--- config.mk ---
export PLATFORM = sky130hd
export DESIGN_NAME = nor_or_settle_timer
export DESIGN_NICKNAME = d
export VERILOG_FILES = /design/src/rtl/nor_or_settle_timer.sv
export SDC_FILE = /design/constraint.sdc
export NUM_CORES = 1
export LEC_CHECK = 0
export ABC_AREA = 0
export CAP_MARGIN = 20
export CORE_AREA = 2 2 39 41
export DETAILED_ROUTE_END_ITERATION = 16
export DIE_AREA = 0 0 41 43
export PLACE_DENSITY_LB_ADDON = 0.1
export SLEW_MARGIN = 20
export SYNTH_ARGS = -nofsm -noshare
export SYNTH_HDL_FRONTEND = slang
export SYNTH_SLANG_ARGS = --single-unit
export TNS_END_PERCENT = 30
--- constraint.sdc ---
create_clock -name clk -period 4.1 [get_ports clk]
set_input_delay 0.41 -clock clk [delete_from_list [all_inputs] [get_ports clk]]
set_output_delay 0.41 -clock clk [all_outputs]
set_load 0.01 [all_outputs]
--- src/rtl/nor_or_settle_timer.sv ---
// ============================================================================
// Module      : nor_or_settle_timer
// Description : Loadable down-counter with a zero flag; paces the settle time
//               between driving a gate vector and sampling its response.
// Revision    : 1.0 - initial release
// ============================================================================
`default_nettype none

module nor_or_settle_timer #(
  parameter int CNT_W = 4
) (
  input  logic             clk,
  input  logic             rst_n,
  input  logic             load,
  input  logic [CNT_W-1:0] load_val,
  input  logic             dec,
  output logic [CNT_W-1:0] count,
  output logic             zero
);

  logic [CNT_W-1:0] r_count;

  // Load wins over decrement; the count parks at zero rather than wrapping.
  always_ff @(posedge clk) begin
    if (!rst_n) begin
      r_count <= '0;
    end else if (load) begin
      r_count <= load_val;
    end else if (dec && (r_count != '0)) begin
      r_count <= r_count - 1'b1;
    end
  end

  assign count = r_count;
  assign zero  = (r_count == '0);

endmodule

`default_nettype wire

# Yosys cells after proc, flatten, opt, wreduce, memory -nomap -nowiden
# Index checks and enable logic that the tools add are counted.
[word_totals]
ff_bits = 4
latchBits = 0
mem_bits_rw = 0
romBits = 0
inputBits = 8
out_inout_bits = 5
elab_cells = 8
mem_count = 0
[op_classes]
addsub = 1
mul = 0
div_mod_pow = 0
n_lt_le_gt_ge = 0
eq_ne = 0
shifts = 0
mux = 2
bitwise_logic = 0
reduce_logical = 4
[ops]
columns = ["cell", "n"]
rows = [
  ["$mux W4", 2],
  ["$logic_not A4 Y1", 1],
  ["$reduce_bool A4 Y1", 1],
  ["$sub A4 B1 Y4 const B", 1],
  ["$reduce_bool A2 Y1", 1],
  ["$logic_and A1 B1 Y1", 1],
]

# Depth between registers and ports, before layout
# Gate-level depths: netlist (run 1).
[depth]
depth_word = 4
depth_mapped = 6

# Worst setup path after synthesis (run 1)
# Ideal clock, no wire load.
[synth_path]
kind = "reg2out"
startpoint = "reg r_count[0], in the netlist count[0]"
endpoint = "out zero"
arrival_ns = 1.099
required_ns = 3.690
slack_ns = 2.591
stages_incl_launch_ff = 5
n_path_buf = 0
cell_sequence = "dfxtp_1 > inv_1 > ha_1 > or3b_4 > clkinv_2"
[synth_between]
elab_chain_len = 1
[synth_lines]
columns = ["item", "line_no", "source"]
rows = [
  ["start: declaration", "21", "logic [CNT_W-1:0] r_count;"],
  ["start signal: assignment", "28", "r_count <= load_val;"],
  ["start signal: assignment", "30", "r_count <= r_count - 1'b1;"],
  ["$logic_not A4 Y1", "35", "assign zero = (r_count == '0);"],
  ["end: declaration", "18", "output logic zero"],
]
# No other way between the ends.

# Worst setup path after layout (run 1)
# Same ends and word-level chain as after synthesis.

==> impl_metrics.ini, run 1 <==
[setup_path]
path_buf_inv = 3
reg2regPathDepth = 6
cp.arrival_ps = 1890
crit_path_top_delay_cell = clkdlybuf4s50_1
crit_required_ps = 3690
slowest_delay_ps = 530
cp.depth = 5
startpoint_type = register
worstPathCellList = inv_1 -> ha_1 -> or3b_4 -> clkinv_2 -> clkdlybuf4s50_1
crit_family = buffers and inverters
critPathCaptureType = primary output
crit_type = reg2out
crit_path_max_fanout = 4

[global_routing]
grt_max_degree = 8
overflow = 0
grt_use_total_pct = 9.419
antenna_found_initial = 0
grt_first_pass_wirelength_um = 1041
grt_pass1_vias = 257

[clocking]
cts_max_level = 1
clockBufferDepth = 2
cts_resized = 0
ctsHoldBuffers = 0
clk-insertion-delay-late_ps = 240
cts_buffers = 3
numClockSinks = 4
cts_tree = done
root_buffer = clkbuf_4
cts_setup_buffers = 0
clk_pin_slew_ps = 40

[layout]
final-seq-area_um2 = 80.08
final_cell_mix = 12 x clkdlybuf4s50_1, 5 x inv_1, 4 x nor2_1, 4 x dfxtp_1
fill_cells = 156
areaGrowthSynthToFinish_pct = 63.41
multi_input_area_um2 = 152.6
largest_reg_flops = 4
drive_above_1_share_pct = 17.39
diodes = 0
final_common_cell = clkdlybuf4s50_1
final_nets = 57
fin_cells = 62
stdcell_area_um2 = 419.2

[floorplan]
rows = 14
initial_core_util_pct = 18.54
die_y_um = 43
dieWidth_um = 41
core-area_mm2 = 0.001384
io_pins = 13
dieArea_mm2 = 0.001763

[timing]
finalSetupViolations = 0
drv_slew = 0
fin_skew_ps = 1.303
period_share_pct = 56.18
finalSetupTns_ps = 0
worst_slew_pin_slew_ps = 239.3
rsz0062_at_grt = no
period_minus_slack_ps = 2303
hold_viol = 0
final.setup.worst_slack_ps = 1797
maxSlewHeadroom_pct = 84.00
max_freq_ghz = 0.4342

[drt]
drtIter0Drc = 0
routedWlPerCell_um = 10.76
via_count = 288
routed_via_density = 4.645
firstDrtPassIters = 1
wirelength_um = 667
drtAntennaViolNets = 0
drc = 0

[synth]
synth_area_leaders = dfxtp_1 31%, inv_1 7.3%, nand3_1 5.9%
synth.top_cell.area_share_pct = 31.22
syn_nets = 40
yosysWarnings = 0
avgSynthCellArea_um2 = 8.274
syn_inst = 31
yosysTopAreaCell = dfxtp_1
ys_seq_area_share_pct = 31.22
ys_types = 18
ys_ff_latch = 4
syn-cell-area_um2 = 256.5

[place]
numPortBuffers = 12
place.gp.congestion = 0.6697
dp_cells = 59
hpwl_um = 529.3
place_area_um2 = 396.6
place_ws_ps = 2049

[power]
power.total_w = 0.0001380
ir_drop_mv = 0.09707
pwr_density_cell_mw_per_mm2 = 329.3
p_leak_nw = 0.1664

[worst_hold_path]
min_path_cells = 2
min-delay-path-class = reg2reg

[run]
drv_cap = 0

[run_status]
status = complete, no violations
==> cells by family (layout without fill, tap and decap cells) <==
group | Yosys count | in the layout | synth area share (%)
multiplexers | 1 | 1 | 3.903
AO/OA/AOI/OAI | 6 | 6 | 20.00
flip-flops | 4 | 4 | 31.22
AND/OR/NAND/NOR | 13 | 13 | 30.73
adder cells (fa/ha/maj) | 1 | 1 | 4.877
buffers and inverters | 6 | 21 | 9.267
==> tightest hold or removal path, delay by kind of cell, from the launching register on <==
| kind | cells | cell delay (ps) |
|---|---|---|
| simple gates | 1 | 70 |
| compound gates | 1 | 80 |
| flops | 1 | 340 |
==> metrics by stage <==
step	util (%)	hold WS [ps]
floorplan	-	540.6
global placement	28.66	529.3
detailed placement	28.66	546.6
CTS	30.29	553.6
global route	30.29	576.6
finish	30.29	544.3
==> final cells by class <==
cell class	instances	area share, %
multi-input cells	21	36.42
repair buffers	12	28.66
flip-flops and latches	4	19.10
inverters	6	5.672
clock buffers	3	5.373
well taps	16	4.776
==> path summary, 6_finish.rpt <==
check                         from               endpoint  slack [ps]
max reg2reg  count[0]$_SDFFE_PN0P_  count[0]$_SDFFE_PN0P_        2610
max          count[0]$_SDFFE_PN0P_                   zero        1800
min          count[2]$_SDFFE_PN0P_  count[2]$_SDFFE_PN0P_         540
min reg2reg  count[2]$_SDFFE_PN0P_  count[2]$_SDFFE_PN0P_         540
==> per-layer routing <==
layer  global-route usage [%]  vias up  part of all wire [%]  routed length (um)
li1                         -      142                     -                   -
met1                    11.82      136                    47                 311
met2                    11.25        8                    46                 305
met3                    3.141        2                   6.1                  41
met4                    10.00        0                   1.2                   8
met5                        0        -                     0                   0
==> cells in the mapped netlist <==
library cell and n:
nand3_1 3, nor2_1 4, a311oi_2 1, a21oi_1 1, inv_1 5, ha_1 1, or3b_4 1, o21ai_0 1
nand4_1 1, nor4b_2 1, o21ai_2 1, o2111ai_1 1, a311oi_1 1, nand2_1 2, dfxtp_1 4, mux2i_1 1
nand4b_1 1, clkinv_2 1
==> power breakdown <==
group / leakage [nW] / switching [W] / total (W) / internal [W]
sequential: 0.0333 / 0.00000444 / 0.0000470 / 0.0000426
combinational: 0.119 / 0.0000176 / 0.0000415 / 0.0000240
clock: 0.0138 / 0.0000167 / 0.0000494 / 0.0000328
Note: power is estimated with default switching activity, not from simulation.
==> run 2, diff against run 1 <==
==> constraint.sdc (replaced) <==
create_clock -name clk -period 2.1 [get_ports clk]
set_input_delay 0.21 -clock clk [delete_from_list [all_inputs] [get_ports clk]]
set_output_delay 0.21 -clock clk [all_outputs]
set_load 0.01 [all_outputs]
==> run 2 against run 1 <==
Effect of this change: global-route usage is 0.49 points higher; hold slack worse by 3.7 ps; utilization grew 0.36 points; via count fell by 0.35%; non-clock buffer count unchanged; critical path type unchanged; critical endpoint unchanged; highest routed layer unchanged.
==> impl_metrics.ini, run 2 (same netlist as run 1, synthesis figures left out) <==
[place]
hpwl_um = 505.9
place_ws_ps = 260.0
place.gp.congestion = 0.6900
numPortBuffers = 12

[drt]
routed_via_density = 4.629
via_count = 287
wirelength_um = 649
drtAntennaViolNets = 0
firstDrtPassIters = 1
drc = 0
drtIter0Drc = 0
routedWlPerCell_um = 10.47

[floorplan]
io_pins = 13
dieWidth_um = 41
dieArea_mm2 = 0.001763
rows = 14
core-area_mm2 = 0.001384
die_y_um = 43
initial_core_util_pct = 18.54

[timing]
max_freq_ghz = 0.5863
worst_slew_pin_slew_ps = 245.7
period_share_pct = 81.22
period_minus_slack_ps = 1706
hold_viol = 0
finalSetupViolations = 0
maxSlewHeadroom_pct = 83.58
finalSetupTns_ps = 0
fin_skew_ps = 3.636
final.setup.worst_slack_ps = 394.5
drv_slew = 0
rsz0062_at_grt = no

[layout]
final_cell_mix = 11 x clkdlybuf4s50_1, 5 x inv_1, 4 x nor2_1, 4 x dfxtp_1
postLayoutCoreUtil_pct = 30.65
final_nets = 57
drive_above_1_share_pct = 19.57
multi_input_area_um2 = 155.1
largest_reg_flops = 4
fill_cells = 162
areaGrowthSynthToFinish_pct = 65.37
final-seq-area_um2 = 80.08
final_common_cell = clkdlybuf4s50_1
diodes = 0

[setup_path]
crit_type = reg2out
reg2regPathDepth = 6
slowest_delay_ps = 400
cp.arrival_ps = 1500
path_buf_inv = 3
crit_required_ps = 1890
startpoint_type = register
crit_family = simple AND/OR/NAND/NOR gates
worstPathCellList = inv_1 -> ha_2 -> or3b_4 -> clkinv_2 -> dlymetal6s2s_1
crit_path_top_delay_cell = or3b_4
critPathCaptureType = primary output
cp.depth = 5
crit_path_max_fanout = 4

[clocking]
cts_max_level = 1
root_buffer = clkbuf_4
clockBufferDepth = 2
cts_tree = done
ctsHoldBuffers = 0
clk-insertion-delay-late_ps = 230
clk_pin_slew_ps = 40
cts_buffers = 3
numClockSinks = 4

[global_routing]
grt_use_total_pct = 9.910
grt_max_degree = 8
overflow = 0
antenna_found_initial = 0
grt_pass1_vias = 276
grt_first_pass_wirelength_um = 1131

[power]
p_leak_nw = 0.1772
ir_drop_mv = 0.2816
pwr_density_cell_mw_per_mm2 = 635.6

[run]
drv_cap = 0

[worst_hold_path]
min_path_cells = 2
min-delay-path-class = reg2reg

[run_status]
status = complete, no violations
[run 2: repair_timing]
action	in CTS	in global routing
resized for setup	1	1
pin swaps	0	0
setup buffers	0	0
setup endpoints to repair	1	1
cloned	0	0
[run 2: where the power goes]
group | internal (W) | switching, W
Sequential | 0.0000831 | 0.00000850
Combinational | 0.0000469 | 0.0000344
Clock | 0.0000640 | 0.0000327
[run 2: metrics by stage]
step,cell area [um2],cells,power [W],hold slack (ps)
after floorplan,256.5,31,0.0001334,348.4
after global placement,396.6,59,0.0001746,533.5
after detailed placement,396.6,59,0.0001742,532.8
after CTS,421.7,62,0.0002751,539.8
after global routing,424.2,62,0.0002853,575.3
final,424.2,62,0.0002696,540.6
[run 2: tightest hold or removal path, cell delays in order (launching register included)]
cell	delay, ps
dfxtp_1	340
nand2_1	70
a311oi_1	80
[run 2: path summary, 6_finish.rpt]
path                                 to  slack (ps)                   from
setup / recovery                   zero         390  count[0]$_SDFFE_PN0P_
hold / removal    count[2]$_SDFFE_PN0P_         540  count[2]$_SDFFE_PN0P_
setup reg to reg  count[0]$_SDFFE_PN0P_         630  count[0]$_SDFFE_PN0P_
hold reg to reg   count[2]$_SDFFE_PN0P_         540  count[2]$_SDFFE_PN0P_
[run 2: final cells by class]
type                       instances  area share (%)
sequential                         4           18.88
inverter                           6           5.605
tap                               16           4.720
multi-input combinational         21           36.58
timing repair buffer              12           28.91
clock buffer                       3           5.310
[run 2: routing by layer]
metal  GRT usage [%]  vias up  part of all wire, %
met1           12.42      129                   46
met5               0        -                    0
met2           12.19       10                   45
met3           3.141        4                  6.0
met4           10.00        0                  3.5
li1                -      144                    -
==> run 3, diff against run 2 <==
==> constraint.sdc (replaced) <==
create_clock -name clk -period 1.66 [get_ports clk]
set_input_delay 0.166 -clock clk [delete_from_list [all_inputs] [get_ports clk]]
set_output_delay 0.166 -clock clk [all_outputs]
set_load 0.01 [all_outputs]
==> run 3 against run 2 <==
Effect of this change: first-iteration DRC count grew 1; largest cell class unchanged; non-clock buffer count grew 5; routed wire length grew 3.7%; register-to-register slack lost 420 ps; setup slack lost 230 ps; clock skew shrank 3.2 ps.
==> impl_metrics.ini, run 3 (same netlist as run 1, synthesis figures left out) <==
[run_status]
status = complete, no violations

[worst_hold_path]
worstHoldStart = load_val[1]
min-delay-path-class = in2reg

[drt]
drc = 0
routed_via_density = 4.493
firstDrtPassIters = 4
via_count = 301
drtIter0Drc = 1
drtAntennaViolNets = 0
wirelength_um = 673
routedWlPerCell_um = 10.04

[setup_path]
crit_type = reg2out
cp-startpoint = count[0]$_SDFFE_PN0P_
critPathCaptureType = primary output
r2r-start = count[0]$_SDFFE_PN0P_
cp.arrival_ps = 1330
crit_path_max_fanout = 2
startpoint_type = register
crit_required_ps = 1490

[place]
place_ws_ps = 2.661
hpwl_um = 541.7
numPortBuffers = 12
place.gp.congestion = 0.7312

[timing]
worst_slew_pin_slew_ps = 245.3
final.setup.worst_slack_ps = 163.6
finalSetupViolations = 0
period_minus_slack_ps = 1496
fin_skew_ps = 0.3909
drv_slew = 0
rsz0062_at_grt = no
maxSlewHeadroom_pct = 83.61
period_share_pct = 90.15
max_freq_ghz = 0.6683
hold_viol = 0
holdWs_ps = 513.6

[global_routing]
grt_pass1_vias = 301
grt_max_degree = 8
antenna_found_initial = 0
grt_use_total_pct = 10.62
grt_first_pass_wirelength_um = 1193
overflow = 0

[floorplan]
io_pins = 13
initial_core_util_pct = 18.54
die_y_um = 43
dieArea_mm2 = 0.001763
dieWidth_um = 41
core-area_mm2 = 0.001384
rows = 14

[layout]
fill_cells = 152
final_common_cell = clkdlybuf4s50_1
drive_above_1_share_pct = 27.45
final_nets = 62
largest_reg_flops = 4
diodes = 0
areaGrowthSynthToFinish_pct = 76.10
final_cell_mix = 11 x clkdlybuf4s50_1, 5 x inv_1, 5 x buf_4
postLayoutCoreUtil_pct = 32.64

[power]
pwr_density_cell_mw_per_mm2 = 791.2
power.total_w = 0.0003574
ir_drop_mv = 0.3090
p_leak_nw = 0.1915

[clocking]
cts_tree = done
root_buffer = clkbuf_4
cts_buffers = 3
clk-insertion-delay-late_ps = 230
clk_pin_slew_ps = 40
cts_max_level = 1
clockBufferDepth = 2
cts_setup_buffers = 0
numClockSinks = 4

[run]
drv_cap = 0
## run 3: final timing paths
check | endpoint | slack [ps] | cells past startpoint
max | zero | 160 | 5
min | count[1]$_SDFFE_PN0P_ | 510 | 3
max reg2reg | count[0]$_SDFFE_PN0P_ | 210 | 7
min reg2reg | count[2]$_SDFFE_PN0P_ | 540 | 2
## run 3: routing by layer
metal  wire [um]  part of all wire, %  GRT usage, %  vias up
met2         323                   48         13.75       10
met5           0                    0             0        -
met3          47                  7.0         3.141        2
li1            -                    -             -      152
met4           9                  1.3         10.00        0
met1         292                   43         13.10      137
## run 3: per-stage QoR
stage,TNS [ps],instance area [um2],std cells
5_1_grt,0,451.7,67
2_1_floorplan,0,256.5,31
3_3_place_gp,-13.10,434.2,64
4_1_cts,0,455.4,67
3_5_place_dp,0,434.2,64
6_report,0,451.7,67
## run 3: cell type report
cell class | instances | area, um2 | share of cell area (%)
multi-input combinational | 21 | 152.6 | 33.79
tap | 16 | 20.02 | 4.432
sequential | 4 | 80.08 | 17.73
timing repair buffer | 17 | 152.6 | 33.79
inverter | 6 | 23.77 | 5.263
clock buffer | 3 | 22.52 | 4.986
## run 3: timing repair
item / in CTS / in global routing
endpoints found under the hold margin: 0 / 0
setup endpoints to repair: 1 / 1
hold buffers: 0 / 0
gates resized for setup: 1 / 2
## run 3: power breakdown
part / internal (W) / leakage [nW] / switching [W] / total (W)
sequential: 0.000105 / 0.0333 / 0.00000673 / 0.000112
combinational: 0.0000728 / 0.144 / 0.0000516 / 0.000124
clock: 0.0000809 / 0.0138 / 0.0000403 / 0.000121
## run 3: worst max-delay path, cell delays in order (launching register included)
cell	delay, ps
dfxtp_1	300
inv_1	70
ha_1	160
or3b_4	390
clkinv_2	60
clkbuf_2	120
